## src/rtl/alu_input_ctrl.sv

```systemverilog
// Board-level sequencer for a combinational ALU: loads A, B and the opcode from the switches on
// successive button presses, then captures the ALU result for the LEDs. Optional ALU_CTRL_DEBOUNCE_EN adds a debounce filter on each button.
module alu_input_ctrl #(
  parameter int NB_DATA   = 8,
  parameter int NB_OP     = 6,
  parameter int DB_CYCLES = 1000
) (
  input  logic               clk,
  input  logic               rst_n,
  input  logic [NB_DATA-1:0] i_sw,
  input  logic [2:0]         i_btn,
  input  logic [NB_DATA-1:0] i_alu_out,
  output logic [NB_DATA-1:0] o_dato_a,
  output logic [NB_DATA-1:0] o_dato_b,
  output logic [NB_OP-1:0]   o_opcode,
  output logic [NB_DATA-1:0] o_result,
  output logic               o_done,
  output logic               o_seq_err,
  output logic [2:0]         o_state
);

  typedef enum logic [2:0] {
    S_LOAD_A  = 3'd0,
    S_LOAD_B  = 3'd1,
    S_LOAD_OP = 3'd2,
    S_EXEC    = 3'd3,
    S_DONE    = 3'd4
  } state_t;

  state_t     state, next_state;
  logic [2:0] sync1, sync2;
  logic [2:0] level, level_d;
  logic [2:0] pulse;
  logic       load_a, load_b, load_op, capture, accept, reject;

  // Buttons are asynchronous to clk, so two flops guard against metastability.
  always_ff @(posedge clk or negedge rst_n) begin
    if (!rst_n) begin
      sync1 <= '0;
      sync2 <= '0;
    end else begin
      sync1 <= i_btn;
      sync2 <= sync1;
    end
  end

`ifdef ALU_CTRL_DEBOUNCE_EN
  localparam int CW = $clog2(DB_CYCLES + 1);

  for (genvar i = 0; i < 3; i++) begin : g_db
    logic          filt;
    logic [CW-1:0] cnt;

    always_ff @(posedge clk or negedge rst_n) begin
      if (!rst_n) begin
        filt <= 1'b0;
        cnt  <= '0;
      end else if (sync2[i] == filt) begin
        cnt <= '0;
      end else if (cnt == CW'(DB_CYCLES - 1)) begin
        filt <= sync2[i];
        cnt  <= '0;
      end else begin
        cnt <= cnt + 1'b1;
      end
    end

    assign level[i] = filt;
  end
`else
  assign level = sync2;
`endif

  always_ff @(posedge clk or negedge rst_n) begin
    if (!rst_n) level_d <= '0;
    else        level_d <= level;
  end

  // Rising edge only: a held button gives one pulse, release gives none.
  assign pulse = level & ~level_d;

  // NOTE: every output of this block gets a default first so no latch is inferred.
  always_comb begin
    next_state = state;
    load_a     = 1'b0;
    load_b     = 1'b0;
    load_op    = 1'b0;
    capture    = 1'b0;
    accept     = 1'b0;
    reject     = 1'b0;
    unique case (state)
      S_LOAD_A, S_DONE: begin
        if (pulse[0]) begin
          load_a     = 1'b1;
          accept     = 1'b1;
          next_state = S_LOAD_B;
        end else if (|pulse) begin
          reject = 1'b1;
        end
      end
      S_LOAD_B: begin
        if (pulse[1]) begin
          load_b     = 1'b1;
          accept     = 1'b1;
          next_state = S_LOAD_OP;
        end else if (|pulse) begin
          reject = 1'b1;
        end
      end
      S_LOAD_OP: begin
        if (pulse[2]) begin
          load_op    = 1'b1;
          accept     = 1'b1;
          next_state = S_EXEC;
        end else if (|pulse) begin
          reject = 1'b1;
        end
      end
      S_EXEC: begin
        capture    = 1'b1;
        next_state = S_DONE;
      end
      default: next_state = S_LOAD_A;
    endcase
  end

  // NOTE: sequential state uses non-blocking assignments so all flops update together.
  always_ff @(posedge clk or negedge rst_n) begin
    if (!rst_n) state <= S_LOAD_A;
    else        state <= next_state;
  end

  always_ff @(posedge clk or negedge rst_n) begin
    if (!rst_n) begin
      o_dato_a  <= '0;
      o_dato_b  <= '0;
      o_opcode  <= '0;
      o_result  <= '0;
      o_done    <= 1'b0;
      o_seq_err <= 1'b0;
    end else begin
      if (load_a)  o_dato_a <= i_sw;
      if (load_b)  o_dato_b <= i_sw;
      if (load_op) o_opcode <= i_sw[NB_OP-1:0];
      if (capture) o_result <= i_alu_out;

      if (capture)     o_done <= 1'b1;
      else if (load_a) o_done <= 1'b0;

      if (accept)      o_seq_err <= 1'b0;
      else if (reject) o_seq_err <= 1'b1;
    end
  end

  assign o_state = state;

endmodule

```

## config.mk

```make
export PLATFORM = sky130hd
export DESIGN_NAME = alu_input_ctrl
export DESIGN_NICKNAME = d
export VERILOG_FILES = /design/src/rtl/alu_input_ctrl.sv
export SDC_FILE = /design/constraint.sdc
export NUM_CORES = 1
export LEC_CHECK = 0
export CORE_MARGIN = 5
export CORE_UTILIZATION = 45
export DETAILED_ROUTE_END_ITERATION = 7
export PLACE_DENSITY = 0.91
export SYNTH_ARGS = -nofsm -noshare
export SYNTH_HDL_FRONTEND = slang
export SYNTH_SLANG_ARGS = --single-unit
export TNS_END_PERCENT = 20
```

## constraint.sdc

```tcl
create_clock -name clk -period 1.9 [get_ports clk]
set_input_delay 0.38 -clock clk [delete_from_list [all_inputs] [get_ports clk]]
set_output_delay 0.38 -clock clk [all_outputs]
set_load 0.05 [all_outputs]
```

Word-level counts from Yosys, hierarchy flattened
Cells that the tools add are included.
Widths: inputs -> output; s select.
{ "op_classes": {"n_eq_ne": 7, "n_mux": 21, "bitwise": 2, "n_reduce_logical": 6} }
{ "ops": {"columns": ["cell", "count"], "rows": [
  ["$mux 1", 15],
  ["$pmux 3 s4", 1],
  ["$mux 3", 3],
  ["$eq 3x2->1 const B", 2],
  ["$ne 2x2->1 const B", 3],
  ["$pmux 1 s3", 2],
  ["$reduce_bool 2->1", 2],
  ["$and 3x3->3", 1],
  ["$eq 3x1->1 const B", 1],
  ["$eq 3x3->1 const B", 1],
  ["$logic_not 3->1", 1],
  ["$not 3->3", 1],
  ["$reduce_and 3->1", 1],
  ["$reduce_or 3->1", 1],
  ["$reduce_or 2->1", 1]
]} }
{ "totals": {"register_bits": 44, "output_inout_bits": 35, "word_cells": 46} }

Depth between registers and ports, before layout
Gate-level depths: netlist (run 1).
{ "logic_depth": {"depth_word": 8, "mapped_depth": 6, "ltp_nobuf": 4} }

Worst setup path after synthesis (run 1)
No wires, ideal clock.
{ "synth_path": {"path_type": "register to register", "startpoint": "register state[0], in the netlist o_state[0]", "endpoint": "register o_dato_b[0]", "setup_ps": 125, "arrival_time_ps": 1536, "required_time_ps": 1775, "slack_ps": 239, "stages_incl_launch_ff": 6, "synth_period_minus_slack_ps": 1661, "cell_sequence": "dfrtp_1 buf_6 nor3b_4 nand2b_1 buf_6 mux2_4"} }
{ "synth_via": {"elab_chain_cells": 2} }
{ "synth_rtl": {"columns": ["element", "line", "source"], "rows": [
  ["start, declared", "30", "state_t state, next_state;"],
  ["start signal, assigned", "130", "else state <= next_state;"],
  ["$eq 3x1->1", "91", "unique case (state)"],
  ["$mux 1", "91", null],
  ["end signal, assigned", "143", "if (load_b) o_dato_b <= i_sw;"],
  ["end, declared", "14", "output logic [NB_DATA-1:0] o_dato_b,"]
]} }
Every way passes these cells.
A chain may end at the register's enable or synchronous reset.

Worst setup path after layout (run 1)
{ "layout_path": {"startpoint": "register o_result[6]", "endpoint": "output o_result[6]"} }
{ "layout_lines": {"columns": ["element", "line", "source"], "rows": [
  ["start, declared", "16", "output logic [NB_DATA-1:0] o_result,"],
  ["start signal, assigned", "145", "if (capture) o_result <= i_alu_out;"]
]} }
No word-level cell between the ends.

==> results.cfg, run 1 <==
[critical_path]
critical_path.endpoint_type = output pin
cp_max_fo = 2
cpLargestDelayFamily = buffers and inverters
worst_r2r_startpoint = o_state[0]
standard_cell_with_the_maximum_stage_delay_on_the_critical_path = clkdlybuf4s50_1
crit_chain = clkdlybuf4s50_1
critPathRequiredTime_ns = 1.52
timing.critical_path.buf_inv = 1
worst-setup-path-type = reg -> out
timing.critical_path.slowest_cell_delay_ns = 0.82
critical_path.reg2reg.endpoint = o_opcode[3]
timing.critical_path.from_type = flip-flop
cp.arrival_ns = 1.48
timing.reg2reg.setup_slack_ns = 0.31
reg2regPathDepth = 4

[timing]
max_slew.worst_pin.slew_ns = 0.539
timing.clock.skew_ns = 0.00239
unrepaired_setup_endpoints_after_global_routing = false
peak_clock_frequency_supported_by_timing_mhz = 537
finalSetupTns_ns = 0
slew_headroom_pct = 64.0
report.final.hold_viol_count = 0
period_needed_ns = 1.86
share_of_the_cycle_needed_by_the_critical_path_after_routing_pct = 98.1
report.final.setup_viol = 0
drv_slew = 0

[global_routing]
grt_start_max_net_pins = 45
antenna_found_initial = 0
grt-ovfl-total = 0
track_usage_pct = 14.8
first_pass_grt_wire_length_um = 5680
via_count_of_the_first_global_routing_pass = 1176

[drt]
ant_nets = 0
detailroute.via_count = 1077
totalWireLength_um = 3490
drt_pass1_iterations = 4
remaining_drc_errors = 0
routed_via_density = 4.96
first_iter_violations = 36
post_detailed_route_wirelength_per_cell_um = 16.1

[cts]
clk_path_buf_depth = 2
clk_root_buffer_cell = clkbuf_8
htree_num_levels = 2
cts_tree = done
cts_hold_buffers = 0
cts.sinks = 44
worst_skew_pair.late_latency_ns = 0.29
cts_made_buffers = 5
clk_transition_reported_paths_ns = 0.08

[yosys]
ys_top_cells_by_area = dfrtp_1 (65%), mux2_2 (15%), mux2_4 (7.1%), buf_6 (2.0%), nand2b_1 (1.5%)
synth_async_sr_flop_share_pct = 100
synth_simple_gate_area_share_pct = 6.80
synth_fa_ha_area_share_pct = 0.592
synth_ff_type = dfrtp_1
leading_cell_type_by_number_of_instances_after_synthesis = dfrtp_1
dominant_combinational_cell_family_by_area_after_synthesis = multiplexers
synth.cell_area_mm2 = 0.00169
ys_top_cells_by_count = dfrtp_1 (44), mux2_2 (22), mux2_4 (8)
synthXorXnorAreaFrac_pct = 0.518
yosysTopAreaCellShare_pct = 65.1
synth_compound_area_share_pct = 2.74
post_synth_inst_count = 104
yosys-mux-area-fraction_pct = 21.7
netlist-cell-type-count = 22
synth_area_leader_cell = dfrtp_1
seq_area_frac_synth_pct = 65.1
synth.ff_latch_count = 44
ys.warnings.count = 0
synth_fp_nets = 125
synth_enable_flop_cells = 0
synth_area_per_cell_um2 = 16.3

[placement]
place_congestion = 0.712
placement.io_buffers = 55
dp_hpwl_um = 2610

[floorplanning]
die_x_um = 71.3
design.die.area_mm2 = 0.00509
placement_rows = 22
boundaryPins = 56
die_h_um = 71.3
core_region_area_mm2 = 0.00366
start_util_pct = 46.2

[final_layout]
fin_nets = 189
antennaDiodeCount = 0
synthesis_to_layout_area_growth_pct = 41.9
drive_above_1_share_pct = 33.7

[run_status]
status = completed

[min_path]
worst_hold_path_type = in -> async

[run]
maxcap_viol_count = 0
[worst max-delay path by stage]
stage | startpoint | endpoint | slack, ns | cells after the start
2_1_floorplan | o_state[0] | o_dato_b[0] | 0.24 | 5
3_3_place_gp | o_dato_b[5] | o_dato_b[5] | 0.38 | 1
3_5_place_dp | o_state[1] | o_opcode[4] | 0.34 | 3
4_1_cts | o_result[4] | o_result[4] | 0.02 | 1
5_1_grt | o_result[6] | o_result[6] | 0.003 | 1
6_report | o_result[6] | o_result[6] | 0.04 | 1
[layer usage]
metal,part of all wire [%],global-route usage (%),up-vias
li1,-,-,489
met1,40,16.9,539
met2,50,24.3,40
met3,8.4,6.45,9
met4,1.4,6.26,0
met5,0,0,-
[final cells by class]
class / instances / area, um^2
Tap cell: 48 / 60.1
Clock buffer: 6 / 72.6
Fill cell: 261 / 1260
Sequential cell: 44 / 1100
Inverter: 1 / 3.75
Clock inverter: 2 / 35.0
Multi-Input combinational cell: 55 / 548
Timing Repair Buffer: 61 / 581
[sequential cells by signal, indices dropped and copies added (netlist names)]
signal     flops
sync1          3
level_d        3
o_done         1
level          3
o_seq_err      1
o_dato_a       8
o_dato_b       8
o_opcode       6
o_result       8
o_state        3
[timing repair]
item,CTS,global route
buffers inserted,0,0
gates resized for setup,0,1
hold endpoints to repair,0,0
endpoints found under the setup margin,0,1
[logic make-up after synthesis]
group / Yosys count
flip-flops: 44
multiplexers: 30
AND/OR/NAND/NOR: 16
AO/OA/AOI/OAI: 7
buffers and inverters: 5
XOR/XNOR: 1
adder cells (fa/ha/maj): 1
[worst reg2reg max path, stage by stage, from the launching register on]
cell and delay (ns):
dfrtp_1 0.51, nor2_1 0.22, nand2_1 0.12, nor2_4 0.27
mux2_2 0.37
[cell usage in the layout, fill, tap and decap left out]
| master | instances |
|---|---|
| nand2b_1 | 4 |
| o21ai_0 | 2 |
| nor2_1 | 2 |
| nand3_1 | 1 |
| clkbuf_1 | 1 |
| a22oi_1 | 1 |
| nor3_4 | 1 |
| maj3_1 | 1 |
| xnor2_1 | 1 |
| buf_2 | 1 |
| clkbuf_8 | 5 |
| nand2_1 | 4 |
| nor3b_4 | 1 |
| mux2_2 | 22 |
| clkinv_2 | 1 |
| dfrtp_1 | 44 |
| a211oi_1 | 1 |
| inv_1 | 1 |
| a22o_1 | 1 |
| nand3b_1 | 1 |
| clkdlybuf4s50_1 | 43 |
| nor2_4 | 1 |
| bufinv_16 | 1 |
| buf_12 | 1 |
| mux2_4 | 8 |
| or3b_1 | 1 |
| buf_4 | 15 |
| a31oi_1 | 2 |
| dlymetal6s2s_1 | 1 |
[through the flow]
stage	instance area [um^2]	std cells	util, %	hold WS (ns)	worst slack, ns
4_1_cts	2400	217	65.5	0.159	0.0230
6_report	2400	217	65.6	0.146	0.0364
2_1_floorplan	1690	104	-	0.0844	0.239
5_1_grt	2400	217	65.6	0.198	0.00279
3_5_place_dp	2290	209	62.6	0.335	0.344
3_3_place_gp	2290	209	62.6	0.333	0.383
Power of run 1 is left out: the tool's default activity adds up to more than one toggle a clock period on the data nets, which glitch-free logic cannot reach.
==> run 2: changes to the inputs <==
--- a/config.mk
+++ b/config.mk
@@ -6,9 +6,9 @@
 export NUM_CORES = 1
 export LEC_CHECK = 0
 export CORE_MARGIN = 5
-export CORE_UTILIZATION = 45
+export CORE_UTILIZATION = 35
 export DETAILED_ROUTE_END_ITERATION = 7
-export PLACE_DENSITY = 0.91
+export PLACE_DENSITY = 0.76
 export SYNTH_ARGS = -nofsm -noshare
 export SYNTH_HDL_FRONTEND = slang
 export SYNTH_SLANG_ARGS = --single-unit
==> run 2 against run 1 <==
  * Fmax increased by 0.76%
  * Worst setup slack improved by 0.014 ns
  * Wire length decreased by 0.34%
  * Sequential cell count unchanged
  * Largest cell class unchanged
  * Highest routed layer unchanged
==> results.cfg, run 2 (synthesized netlist as in run 1, its figures left out) <==
[run_status]
status = completed

[global_routing]
via_count_of_the_first_global_routing_pass = 1028
antenna_found_initial = 0
grt-ovfl-total = 0
first_pass_grt_wire_length_um = 5380
grt_start_max_net_pins = 27
track_usage_pct = 11.3

[timing]
slew_headroom_pct = 62.4
drv_slew = 0
finalSetupTns_ns = 0
report.final.setup_viol = 0
report.final.hold_viol_count = 0
max_slew.worst_pin.slew_ns = 0.564
period_needed_ns = 1.85
unrepaired_setup_endpoints_after_global_routing = false
timing.clock.skew_ns = 0.00316
share_of_the_cycle_needed_by_the_critical_path_after_routing_pct = 97.3
peak_clock_frequency_supported_by_timing_mhz = 541

[floorplanning]
design.die.area_mm2 = 0.00632
placement_rows = 25
start_util_pct = 35.8
core_region_area_mm2 = 0.00472
die_h_um = 79.5
boundaryPins = 56
die_x_um = 79.5

[cts]
cts.sinks = 44
resized_gates_after_cts = 0
clk_path_buf_depth = 2
htree_num_levels = 2
cts.repair_timing.setup_buffer_count = 0
cts_tree = done
clk_root_buffer_cell = clkbuf_8
worst_skew_pair.late_latency_ns = 0.29
cts_made_buffers = 5
clk_transition_reported_paths_ns = 0.08
cts_hold_buffers = 0

[final_layout]
fin_nets = 186
fill_cells = 386
drive_above_1_share_pct = 33.7
synthesis_to_layout_area_growth_pct = 40.8
layout_common_cells = dfrtp_1 (44), clkdlybuf4s50_1 (43), mux2_2 (22)
antennaDiodeCount = 0
final_common_cell = dfrtp_1
layout_top_registers = o_dato_a: 8 flops, o_dato_b: 8 flops, o_result: 8 flops

[critical_path]
cp.arrival_ns = 1.47
critPathRequiredTime_ns = 1.52
cpLargestDelayFamily = buffers and inverters
cp_max_fo = 2
reg2regPathDepth = 2
crit_chain = clkdlybuf4s50_1
timing.critical_path.from_type = flip-flop
timing.critical_path.buf_inv = 1
critical_path.reg2reg.endpoint = o_result[5]
timing.reg2reg.setup_slack_ns = 0.31
worst-setup-path-type = reg -> out
worst_r2r_startpoint = o_state[1]
timing.critical_path.slowest_cell_delay_ns = 0.82
critical_path.endpoint_type = output pin
standard_cell_with_the_maximum_stage_delay_on_the_critical_path = clkdlybuf4s50_1
worstSetupStartpoint = o_result[3]

[drt]
routed_via_density = 4.51
totalWireLength_um = 3480
drt_pass1_iterations = 4
first_iter_violations = 64
ant_nets = 0
remaining_drc_errors = 0
post_detailed_route_wirelength_per_cell_um = 14.9
detailroute.via_count = 1050

[placement]
placement.io_buffers = 55
dp_hpwl_um = 2630
place_congestion = 0.767

[run]
maxcap_viol_count = 0

[min_path]
worst_hold_path_type = in -> async
run 2: changes by cell type in the layout (fill, tap and decap cells not counted):
| cell | delta |
|---|---|
| buf_4 | -2 |
| bufinv_16 | -1 |
| clkbuf_1 | -1 |
| clkbuf_8 | +1 |
| clkinv_2 | +1 |
| dlymetal6s2s_1 | -1 |
run 2: routing by layer:
layer,wire [um],up-vias,GRT usage (%)
met2,1590,39,17.4
met3,233,6,3.72
met1,1600,527,14.8
met5,0,-,0
li1,-,478,-
met4,49,0,4.12
run 2: stage by stage:
| stage | std cells | setup slack (ns) | util (%) | instance area [um^2] | hold slack [ns] |
|---|---|---|---|---|---|
| floorplan | 104 | 0.239 | - | 1690 | 0.0844 |
| global placement | 225 | 0.344 | 48.5 | 2290 | 0.338 |
| detailed placement | 225 | 0.286 | 48.5 | 2290 | 0.335 |
| CTS | 233 | 0.0216 | 50.4 | 2380 | 0.0908 |
| global route | 233 | 0.00657 | 50.4 | 2380 | 0.121 |
| finish | 233 | 0.0504 | 50.4 | 2380 | 0.0728 |
run 2: worst max path at each step:
| stage | depth (start not counted) | end | slack (ns) |
|---|---|---|---|
| after global routing | 1 | o_result[3] | 0.007 |
| after global placement | 2 | o_result[0] | 0.34 |
| final | 1 | o_result[3] | 0.05 |
| after floorplan | 5 | o_dato_b[0] | 0.24 |
| after CTS | 1 | o_result[3] | 0.02 |
| after detailed placement | 2 | o_result[2] | 0.29 |
run 2: cell type report:
cell class | instances | area, um^2 | share of cell area (%)
Inverter | 1 | 3.75 | 0.158
Sequential cell | 44 | 1100 | 46.2
Clock buffer | 6 | 82.6 | 3.47
Clock inverter | 2 | 10.0 | 0.420
Tap cell | 67 | 83.8 | 3.52
Multi-Input combinational cell | 55 | 548 | 23.0
Timing Repair Buffer | 58 | 553 | 23.2
Power of run 2 is left out for the same reason.
